File: src/rtl/led_matrix_pkg.sv
// Shared constants and types for the 8x8 LED matrix scanner.
// Provides matrix geometry, the row type, the scan phase and a one-hot helper.
package led_matrix_pkg;

   localparam int ROWS  = 8;
   localparam int COLS  = 8;
   localparam int ROW_W = 3;

   typedef logic [COLS-1:0] row_t;

   typedef enum logic {
      PH_BLANK,
      PH_DRIVE
   } phase_t;

   function automatic row_t row_onehot(
      input logic [ROW_W-1:0] idx
   );
      row_t r;
      r      = '0;
      r[idx] = 1'b1;
      return r;
   endfunction

endpackage

File: src/rtl/led_frame_buffer.sv
// Double-buffered 8x8 pixel store: writes go to the back bank, reads come
// from the front bank. Ports: clk, rst, front_sel, wr_en/wr_row/wr_data, rd_row/rd_data.
module led_frame_buffer
   import led_matrix_pkg::*;
(
   input  logic             clk,
   input  logic             rst,
   input  logic             front_sel,
   input  logic             wr_en,
   input  logic [ROW_W-1:0] wr_row,
   input  logic [COLS-1:0]  wr_data,
   input  logic [ROW_W-1:0] rd_row,
   output logic [COLS-1:0]  rd_data
);

   row_t bank0 [ROWS];
   row_t bank1 [ROWS];

   // front_sel = 0: bank0 is shown, bank1 is written.
   always_ff @(posedge clk or posedge rst) begin
      if (rst) begin
         for (int i = 0; i < ROWS; i++) begin
            bank0[i] <= '0;
            bank1[i] <= '0;
         end
      end else if (wr_en) begin
         if (front_sel) begin
            bank0[wr_row] <= wr_data;
         end else begin
            bank1[wr_row] <= wr_data;
         end
      end
   end

   assign rd_data = front_sel ? bank1[rd_row] : bank0[rd_row];

endmodule

File: src/rtl/led_matrix_scanner.sv
// Row-multiplexed 8x8 LED matrix driver with blanking and frame-aligned bank swap.
// Ports: clk, rst, wr_en/wr_row/wr_data (back-bank write), swap_req,
// swap_pending, swap_done, frame_start, row_out, col_out.
module led_matrix_scanner
   import led_matrix_pkg::*;
#(
   parameter int CLK_DIV        = 1024,
   parameter int BLANK_CYCLES   = 16,
   parameter int ROW_ACTIVE_LOW = 0,
   parameter int COL_ACTIVE_LOW = 0
) (
   input  logic             clk,
   input  logic             rst,
   input  logic             wr_en,
   input  logic [ROW_W-1:0] wr_row,
   input  logic [COLS-1:0]  wr_data,
   input  logic             swap_req,
   output logic             swap_pending,
   output logic             swap_done,
   output logic             frame_start,
   output logic [ROWS-1:0]  row_out,
   output logic [COLS-1:0]  col_out
);

   localparam int CNT_W = $clog2(CLK_DIV);

   localparam logic [CNT_W-1:0] SLOT_LAST = CNT_W'(CLK_DIV - 1);
   localparam logic [CNT_W-1:0] BLANK_END = CNT_W'(BLANK_CYCLES);
   localparam logic [CNT_W-1:0] CNT_ONE   = CNT_W'(1);
   localparam logic [ROW_W-1:0] ROW_LAST  = ROW_W'(ROWS - 1);
   localparam logic [ROW_W-1:0] ROW_ONE   = ROW_W'(1);

   localparam logic [ROWS-1:0] ROW_INV =
      (ROW_ACTIVE_LOW != 0) ? {ROWS{1'b1}} : {ROWS{1'b0}};
   localparam logic [COLS-1:0] COL_INV =
      (COL_ACTIVE_LOW != 0) ? {COLS{1'b1}} : {COLS{1'b0}};

   logic [CNT_W-1:0] slot_cnt;
   logic [CNT_W-1:0] slot_nxt;
   logic [ROW_W-1:0] row_idx;
   logic [ROW_W-1:0] row_nxt;
   logic             front_sel;
   logic             front_nxt;
   logic             pending;
   logic             pending_nxt;

   logic             slot_last;
   logic             at_boundary;
   logic             do_swap;
   phase_t           phase_nxt;

   logic [COLS-1:0]  rd_data;
   logic [ROWS-1:0]  row_d;
   logic [COLS-1:0]  col_d;
   logic             fs_d;

   logic [ROWS-1:0]  row_q;
   logic [COLS-1:0]  col_q;
   logic             fs_q;

   led_frame_buffer u_fb (
      .clk       (clk),
      .rst       (rst),
      .front_sel (front_sel),
      .wr_en     (wr_en),
      .wr_row    (wr_row),
      .wr_data   (wr_data),
      .rd_row    (row_nxt),
      .rd_data   (rd_data)
   );

   assign slot_last   = (slot_cnt == SLOT_LAST);
   assign at_boundary = slot_last && (row_idx == ROW_LAST);
   assign do_swap     = at_boundary && (pending || swap_req);

   always_comb begin
      slot_nxt    = slot_cnt + CNT_ONE;
      row_nxt     = row_idx;
      front_nxt   = front_sel;
      pending_nxt = pending | swap_req;
      if (slot_last) begin
         slot_nxt = '0;
         row_nxt  = row_idx + ROW_ONE;
      end
      // A boundary either consumes the request or leaves nothing pending.
      if (at_boundary) begin
         pending_nxt = 1'b0;
      end
      if (do_swap) begin
         front_nxt = ~front_sel;
      end
   end

   assign phase_nxt = (slot_nxt < BLANK_END) ? PH_BLANK : PH_DRIVE;

   // Outputs are decoded from the next state so the registers match the
   // state of the cycle they are shown in. The front bank is read with the
   // current front_sel: it only flips into a slot-0 cycle, which is blank.
   always_comb begin
      row_d = '0;
      col_d = '0;
      unique case (phase_nxt)
         PH_BLANK: begin
            row_d = '0;
            col_d = '0;
         end
         PH_DRIVE: begin
            row_d = row_onehot(row_nxt);
            col_d = rd_data;
         end
      endcase
   end

   assign fs_d = (slot_nxt == '0) && (row_nxt == '0);

   always_ff @(posedge clk or posedge rst) begin
      if (rst) begin
         slot_cnt  <= '0;
         row_idx   <= '0;
         front_sel <= 1'b0;
         pending   <= 1'b0;
         row_q     <= '0;
         col_q     <= '0;
         fs_q      <= 1'b0;
      end else begin
         slot_cnt  <= slot_nxt;
         row_idx   <= row_nxt;
         front_sel <= front_nxt;
         pending   <= pending_nxt;
         row_q     <= row_d;
         col_q     <= col_d;
         fs_q      <= fs_d;
      end
   end

   // swap_done must coincide with the boundary cycle even when the request
   // arrives in that same cycle, so it is decoded from state and swap_req.
   assign swap_done    = do_swap;
   assign swap_pending = pending;
   assign frame_start  = fs_q;
   assign row_out      = row_q ^ ROW_INV;
   assign col_out      = col_q ^ COL_INV;

endmodule
File: config.mk
export PLATFORM = sky130hd
export DESIGN_NAME = led_matrix_scanner
export DESIGN_NICKNAME = d
export VERILOG_FILES = /design/src/rtl/led_matrix_pkg.sv /design/src/rtl/led_frame_buffer.sv /design/src/rtl/led_matrix_scanner.sv
export SDC_FILE = /design/constraint.sdc
export NUM_CORES = 1
export LEC_CHECK = 0
export BUFFER_PORTS_ARGS = -buffer_cell sky130_fd_sc_hd__buf_2
export CAP_MARGIN = 20
export CORE_MARGIN = 5
export CORE_UTILIZATION = 56
export CTS_CLUSTER_SIZE = 28
export DETAILED_ROUTE_END_ITERATION = 8
export GPL_ROUTABILITY_DRIVEN = 0
export PLACE_DENSITY_LB_ADDON = 0.15
export SLEW_MARGIN = 30
export SYNTH_ARGS = -nofsm -noshare
export SYNTH_HDL_FRONTEND = slang
export SYNTH_SLANG_ARGS = --single-unit
File: constraint.sdc
create_clock -name clk -period 8.75 [get_ports clk]
set_clock_uncertainty 0.2 [all_clocks]
set_input_delay 1.75 -clock clk [delete_from_list [all_inputs] [get_ports clk]]
set_output_delay 1.75 -clock clk [all_outputs]
set_load 0.01 [all_outputs]
# Word-level counts from Yosys, hierarchy flattened

Cells that the tools add are included.
Widths: inputs -> output; s select.

Register bits after elaboration: 160
Input port bits: 15
Output and inout port bits: 19
Logic and storage cells: 66

Add/sub/neg operators: 2
$lt $le $gt $ge: 6
Equal/unequal tests: 2
Muxes and demuxes: 19
Bitwise gates (word level): 4
Reductions and logical operators: 10

Operators by type and width:

| kind                  | count |
|---|---|
| $bwmux 64             | 2 |
| $bmux 8 s3            | 2 |
| $mux 8                | 6 |
| $pmux 8 s2            | 2 |
| $demux 8 s3           | 1 |
| $add 10x1->10 const B | 1 |
| $eq 10x10->1 const B  | 1 |
| $logic_not 10->1      | 1 |
| $lt 10x5->1 const B   | 1 |
| $mux 10               | 1 |
| $ge 4x4->1 const B    | 2 |
| $not 3->4             | 2 |
| $logic_and 1x1->1     | 5 |
| $lt 3x4->1 const B    | 1 |
| $lt 4x1->1 const B    | 1 |
| $reduce_and 2->1      | 2 |
| $add 3x1->3 const B   | 1 |
| $demux 1 s3           | 1 |
| $eq 3x3->1 const B    | 1 |
| $ge 3x1->1 const B    | 1 |
| $logic_not 3->1       | 1 |
| $mux 1                | 3 |
| $mux 3                | 1 |
| $logic_or 1x1->1      | 1 |
| 2 further kinds       | 2 |

# Longest topological paths before layout

Gate-level depths: netlist (run 1).

Depth after elaboration: 8
Mapped depth: 10
Depth with buffers taken out: 8

# By module

From an unflattened synthesis (run 1), not the netlist that was laid out.

Cell total of the unflattened synthesis: 533
Area total of the unflattened synthesis: 7,495.9 um2

By module, submodules not included:

| module             | instances | cells each | area each (um2) | seq. area each (um2) |
|---|---|---|---|---|
| led_frame_buffer   | 1         | 399        | 6,022.0         | 3,203.1 |
| led_matrix_scanner | 1         | 134        | 1,473.9         | 800.8 |

# Worst setup path before layout (run 1)

Ideal clock, no wire load.

Path kind: input to output
Start point: input swap_req
End point: output swap_done
Arrival: 2.019 ns
Required time: 6.800 ns
Path slack: 4.781 ns
Cell stages on the path: 2
Buffers on the path: 0
Path through: nor2_1 -> nor2_1

Word-level cells in the longest chain between the ends: 2

Ends and longest elaborated chain:

| what              | RTL line                 | text |
|---|---|---|
| from (decl)       | led_matrix_scanner.sv:17 | `input logic swap_req,` |
| $logic_or 1x1->1  | led_matrix_scanner.sv:74 | `assign do_swap = at_boundary && (pending \|\| swap_req);` |
| $logic_and 1x1->1 | led_matrix_scanner.sv:74 |  |
| to (decl)         | led_matrix_scanner.sv:19 | `output logic swap_done,` |

No other way between the ends.

# Worst setup path in the final report (run 1)

Start point: register slot_cnt[8]
End point: output swap_done

Word-level cells in the longest chain between the ends: 3

Ends and longest elaborated chain:

| what                   | RTL line                  | text |
|---|---|---|
| from (decl)            | led_matrix_scanner.sv:38  | `logic [CNT_W-1:0] slot_cnt;` |
| from (signal assigned) | led_matrix_scanner.sv:126 | `slot_cnt <= slot_nxt;` |
| $eq 10x10->1           | led_matrix_scanner.sv:72  | `assign slot_last = (slot_cnt == SLOT_LAST);` |
| $logic_and 1x1->1      | led_matrix_scanner.sv:73  | `assign at_boundary = slot_last && (row_idx == ROW_LAST);` |
| $logic_and 1x1->1      | led_matrix_scanner.sv:74  |  |

No other way between the ends.

==> reports/summary.txt, run 1 <==
Post-route cell area = 0.00899 sq mm
Placed cell areas = 0.00836 sq mm
Most frequent cell after synthesis = dfrtp_1
Synth cell count leaders = 160 x dfrtp_1, 129 x mux2_2, 41 x nor2_1
Synthesized cell area = 0.00816 sq mm
Vias in the first global route = 5,862
Max Fclk = 217 MHz
DR vias/cell = 6.54
Synth top area cells = dfrtp_1 49%, mux2_2 18%, nand3_1 2.1%
Status = complete, no violations
CTS sink cnt = 160
Top Ports = 34
CTS H-Tree Depth = 4
Slew @ Worst Pin = 966 ps
Ys async rst share = 1.00
Crit-path cells = inv_2, nor3_4, buf_4, nand2_1, nor2_1, buf_2
Hold WC Path Type = reg2reg
Pre-Repair DR Iteration Count = 7
CP Max Fanout = 24
CP startpoint kind = flop
Clock latency at the later pin of the worst-skew pair = 430 ps
DP Worst Slack = 4590 ps
CTS-repair resized insts = 0
Fin Setup TNS = 0 ps
Mean Syn Cell Area = 11.8 sq um
Pint = 1.52 mW
Slowest stage cell, crit path = dfrtp_1
Pwr/cell area = 226 mW/mm^2
Reg2Reg Depth = 6
Initial Util = 0.566
Gate power share = 0.133
Final #Nets = 719
Inst Count DP = 865
Largest stage delay, worst path = 930 ps
GR met3 Demand/Resource = 0.0589
CTS buffer count = 17
Setup-failing EPs final = 0
Clk pwr share = 0.387
Worst setup EP type = primary output
Starting DRC count in detailed routing = 471
Final slew viol count = 0
Post-synth EDFFs = 0
Yosys warning count = 0
Buffers on Ports = 33
Cell count after synthesis = 694
Die Area = 0.0171 sq mm
First-pass GRT wire length = 33.6 mm
Initial antenna violation count = 0
Hold_ws = 302 ps
Psw = 505 uW
GRT Total Usage = 0.262
Cts-stage hold buffer count = 0
Worst Path Required = 6800 ps
CTS tree = built
Period utilisation layout = 0.527
Share of power burned in registers = 0.481
Setup bufs post-CTS = 0
Routed Antenna Nets = 0
# rows = 44
DIE HEIGHT = 131 microns
Via count of the routed design = 5,859
Drt total wl = 20.9 mm
Clock Tree Root = clkbuf_16
Switching part of the total power = 0.249
Layout cells sized above 1 = 0.327
Area leader, netlist = dfrtp_1
Final core utilization = 0.623
Worst-path clk slew = 60 ps
Pin count of the biggest net entering global routing = 101
Arrival @ worst endpoint = 2660 ps
Met2 usage = 0.389
Lkg Pwr = 3.72 nW
Die width = 131 microns
Setup WS post-layout = 4140 ps
Top-area cell type share of the netlist area = 0.490
Max_cap viols = 0
DR WL/cell = 23.4 microns
ANT cells = 0
FF+latch count, synth = 160
Gr ovfl total = 0
Slew HR = 0.354
Top FF cell, synth = dfrtp_1
Area Overhead vs Synth = 10.1%
M1 GR Usage = 0.382
Core Region = 0.0144 sq mm
Final Critical Period = 4610 ps
Final Hold Vio Count = 0
Post-Syn Nets = 713
Unique masters post-synth = 76
Critical path type = reg2out
Peak supply drop = 183 uV
GR peak layer = met2
RSZ-0062 raised after global routing = false
Pwr Total = 2.03 mW
Fill count = 1,124
Maximum clock path buffer count = 2
Post-Layout Cell Count = 896
Residual DRC = 0
Placed wire-length estimate = 13.8 mm
Hold Path Stages = 1
Sequential area share after synthesis = 0.490
[final timing paths]
path / startpoint / end / slack (ps)
setup / recovery: slot_cnt[8] / swap_done / 4140
hold / removal: u_fb.bank1[12] / u_fb.bank1[12] / 300
min in group asynchronous: rst / u_fb.bank0[50] / 1200
setup reg to reg: slot_cnt[8] / col_out[2] / 4960
hold reg to reg: u_fb.bank1[12] / u_fb.bank1[12] / 300
max in group asynchronous: rst / row_idx[0] / 5890
[placed cells by master (no fill, tap or decap), types with 5 or more instances in the layout]
cell type and n:
and3_1 5, nor2b_1 8, clkbuf_16 17, a31oi_1 7, nor3_1 8, o22ai_1 8, o21ai_0 20, nand2b_1 19
nor2_1 41, nand4_1 12, a2111oi_0 6, o221ai_1 6, a211oi_1 11, nand3_1 35, mux2_2 129, dfrtp_1 159
a21oi_1 9, o41ai_2 6, buf_4 6, xor2_1 5, buf_2 33, a32oi_1 13, mux2i_1 14, nand2_1 31
[power groups by stage]
stage	clock network, mW	logic, mW	registers (mW)
finish	0.785	0.269	0.975
global route	0.833	0.299	0.990
CTS	0.799	0.272	0.972
detailed placement	0	0.270	0.984
global placement	0	0.258	0.977
floorplan	0	0.208	0.958
[flip-flops by register name (all words and copies together), names as in the netlist]
register / count
slot_cnt: 10
swap_pending: 1
col_out: 8
front_sel: 1
row_idx: 3
u_fb.bank1: 64
u_fb.bank0: 64
frame_start: 1
row_out: 8
[logic make-up after synthesis]
group	Yosys count	share of synthesized area
AND/OR/NAND/NOR	189	0.128
flip-flops	160	0.490
multiplexers	147	0.200
AO/OA/AOI/OAI	126	0.131
buffers and inverters	59	0.0336
XOR/XNOR	9	0.00965
adder cells (fa/ha/maj)	4	0.00613
[cell type report]
cell class | count | area (sq um) | share of cell area
Clock inverter | 12 | 180 | 0.0200
Inverter | 7 | 33.8 | 0.00376
Clock buffer | 19 | 443 | 0.0493
Sequential cell | 160 | 4010 | 0.445
Timing Repair Buffer | 39 | 210 | 0.0234
Tap cell | 184 | 230 | 0.0256
Multi-Input combinational cell | 475 | 3890 | 0.433
[worst max-delay path, delay by kind of cell (launching register included)]
family	cells	cell delay (ps)
AND/OR/NAND/NOR	3	510
flip-flops	1	930
buffers and inverters	3	780
[layer usage]
metal | wire length, microns | part of all wire
met5 | 0 | 0
met4 | 533 | 0.025
met3 | 1210 | 0.058
met2 | 9640 | 0.46
met1 | 9560 | 0.46
Note: power is estimated with default switching activity, not from simulation.
==> inputs of run 2 (changes only) <==
--- a/config.mk
+++ b/config.mk
@@ -5,6 +5,7 @@
 export SDC_FILE = /design/constraint.sdc
 export NUM_CORES = 1
 export LEC_CHECK = 0
+export ABC_AREA = 1
 export BUFFER_PORTS_ARGS = -buffer_cell sky130_fd_sc_hd__buf_2
 export CAP_MARGIN = 20
 export CORE_MARGIN = 5
==> constraint.sdc (replaced) <==
create_clock -name clk -period 4.6 [get_ports clk]
set_clock_uncertainty 0.2 [all_clocks]
set_input_delay 0.92 -clock clk [delete_from_list [all_inputs] [get_ports clk]]
set_output_delay 0.92 -clock clk [all_outputs]
set_load 0.01 [all_outputs]
==> reports/summary.txt, run 2 <==
Status = complete, no violations
CTS H-Tree Depth = 4 (unchanged)
# rows = 42 (-4.5%)
FF+latch count, synth = 160 (unchanged)
Synthesized cell area = 0.00765 sq mm (-6.3%)
Buffers on Ports = 33 (unchanged)
Clock Tree Root = clkbuf_16
Post-Syn Nets = 979 (+37%)
Worst setup EP type = primary output
Drt total wl = 19.2 mm (-8.2%)
Via count of the routed design = 6,251 (+6.7%)
ANT cells = 0 (unchanged)
GRT Total Usage = 0.250 (-0.0116)
Initial Util = 0.575 (+0.00909)
Hold WC Path Type = reg2reg
RSZ-0062 raised after global routing = false
Area Overhead vs Synth = 11.8%
CTS sink cnt = 160 (unchanged)
Pin count of the biggest net entering global routing = 65 (-36%)
CTS-repair resized insts = 0 (unchanged)
Final #Nets = 993 (+38%)
Worst Path Required = 3480 ps (-3320 ps)
Hold Path Stages = 2 (+1)
CTS buffer count = 17 (unchanged)
Sequential area share after synthesis = 0.524 (+0.0332)
Slew HR = 0.524 (+0.170)
Cts-stage hold buffer count = 0 (unchanged)
Vias in the first global route = 5,872 (+0.17%)
Most common library cell in the layout ignoring fill and taps = nand2_1
Core Region = 0.0133 sq mm (-7.8%)
First-pass GRT wire length = 31.5 mm (-6.3%)
Max_cap viols = 0 (unchanged)
Pwr/cell area = 391 mW/mm^2 (+73%)
Slew @ Worst Pin = 713 ps (-253 ps)
DR vias/cell = 5.37 (-18%)
Synth cell count leaders = 354 x nand2_1, 160 x dfrtp_1, 107 x o21ai_0
Post-Layout Cell Count = 1,163 (+30%)
Layout cells sized above 1 = 0.0983 (-0.229)
Die width = 127 microns (-3.0%)
Inst Count DP = 1,131 (+31%)
Max Fclk = 305 MHz
Ys async rst share = 1.00 (unchanged)
Worst-path clk slew = 60 ps (about the same)
Reg2Reg Depth = 13 (+7)
Routed Antenna Nets = 0 (unchanged)
Yosys warning count = 0 (unchanged)
Arrival @ worst endpoint = 2160 ps (-500 ps)
Top Ports = 34 (unchanged)
Critical path type = reg2out
Final slew viol count = 0 (unchanged)
Setup-failing EPs final = 0 (unchanged)
DIE HEIGHT = 127 microns (-3.0%)
Die Area = 0.0161 sq mm (-5.9%)
Lkg Pwr = 4.38 nW (+18%)
Unique masters post-synth = 31 (-59%)
CP Max Fanout = 11 (-54%)
Synth top area cells = dfrtp_1 52%, nand2_1 17%, o21ai_0 7.0%
Setup bufs post-CTS = 0 (unchanged)
Most frequent cell after synthesis = nand2_1
Pre-Repair DR Iteration Count = 5 (-2)
Gr ovfl total = 0 (unchanged)
Top-area cell type share of the netlist area = 0.524 (+0.0332)
Top FF cell, synth = dfrtp_1
CTS tree = built
Post-synth EDFFs = 0 (unchanged)
Commonest cells after routing, fill and taps aside = 354 x nand2_1, 160 x dfrtp_1, 107 x o21ai_0
CP startpoint kind = flop
Cell count after synthesis = 960 (+38%)
Maximum clock path buffer count = 2 (unchanged)
Final Hold Vio Count = 0 (unchanged)
Period utilisation layout = 0.713
Mean Syn Cell Area = 7.96 sq um (-32%)
Peak supply drop = 325 uV (+77%)
Initial antenna violation count = 0 (unchanged)
Largest registers = u_fb.bank0 x64, u_fb.bank1 x64, slot_cnt x10
Placed wire-length estimate = 12.5 mm (-9.5%)
Clock latency at the later pin of the worst-skew pair = 430 ps (about the same)
Residual DRC = 0 (unchanged)
DR WL/cell = 16.5 microns (-29%)
Fin Setup TNS = 0 ps (unchanged)
Final Critical Period = 3280 ps
Starting DRC count in detailed routing = 635 (+35%)
Area leader, netlist = dfrtp_1
## run 2: cell count changes in the layout (fill, tap and decap cells not counted), moves of 16 or more
cell,delta
nand2b_1,-19
nand2_1,+323
inv_1,+88
nand3_1,+16
a21oi_1,+22
o21ai_0,+87
mux2_2,-129
## run 2: per-layer routing
layer  track usage  part of all wire
met1         0.362              0.46
met2         0.375              0.45
met3        0.0551             0.065
met4        0.0877             0.021
met5             0                 0
## run 2: cell families after synthesis
group,after synthesis,synth area share
AO/OA/AOI/OAI,151,0.100
XOR/XNOR,3,0.00344
adder cells (fa/ha/maj),4,0.00655
buffers and inverters,139,0.0782
flip-flops,160,0.524
AND/OR/NAND/NOR,503,0.288
## run 2: path summary, 6_finish.rpt
| check | start | endpoint | slack, ps |
|---|---|---|---|
| min in group asynchronous | rst | u_fb.bank1[20] | 360 |
| worst min-delay path | u_fb.bank1[55] | u_fb.bank1[55] | 280 |
| max in group asynchronous | rst | u_fb.bank0[36] | 3110 |
| worst max-delay path | slot_cnt[0] | swap_done | 1320 |
| worst max register to register | slot_cnt[0] | col_out[5] | 1500 |
| worst min register to register | u_fb.bank1[55] | u_fb.bank1[55] | 280 |
## run 2: critical path, cell delays in order (launching register included)
cell,delay [ps]
dfrtp_1,390
ha_1,250
nand2_2,110
nor2_8,180
nand3_4,190
nor2_1,170
o21ai_0,220
inv_1,90
buf_2,120
## run 2: cell type report
class / count / area (sq um)
Timing Repair Buffer: 41 / 270
Sequential cell: 160 / 4000
Tap cell: 176 / 220
Multi-Input combinational cell: 661 / 3060
Clock inverter: 10 / 183
Clock buffer: 22 / 464
Inverter: 93 / 353
Fill cell: 1171 / 4740
## run 2: through the flow
stage / utilization / setup slack [ps] / total power [mW] / hold WS (ps) / area (sq um)
final: 0.643 / 1320 / 3.35 / 276 / 8550
after global routing: 0.643 / 1090 / 3.47 / 297 / 8550
after CTS: 0.643 / 1300 / 3.35 / 279 / 8550
after detailed placement: 0.594 / 1530 / 1.82 / 265 / 7900
after global placement: 0.592 / 1580 / 1.80 / 257 / 7870
after floorplan: - / 1450 / 1.74 / 244 / 7650
## run 2: power by group
part           internal, mW  switching [mW]
combinational        0.0783           0.136
sequential             1.52          0.0595
clock                 0.991           0.566
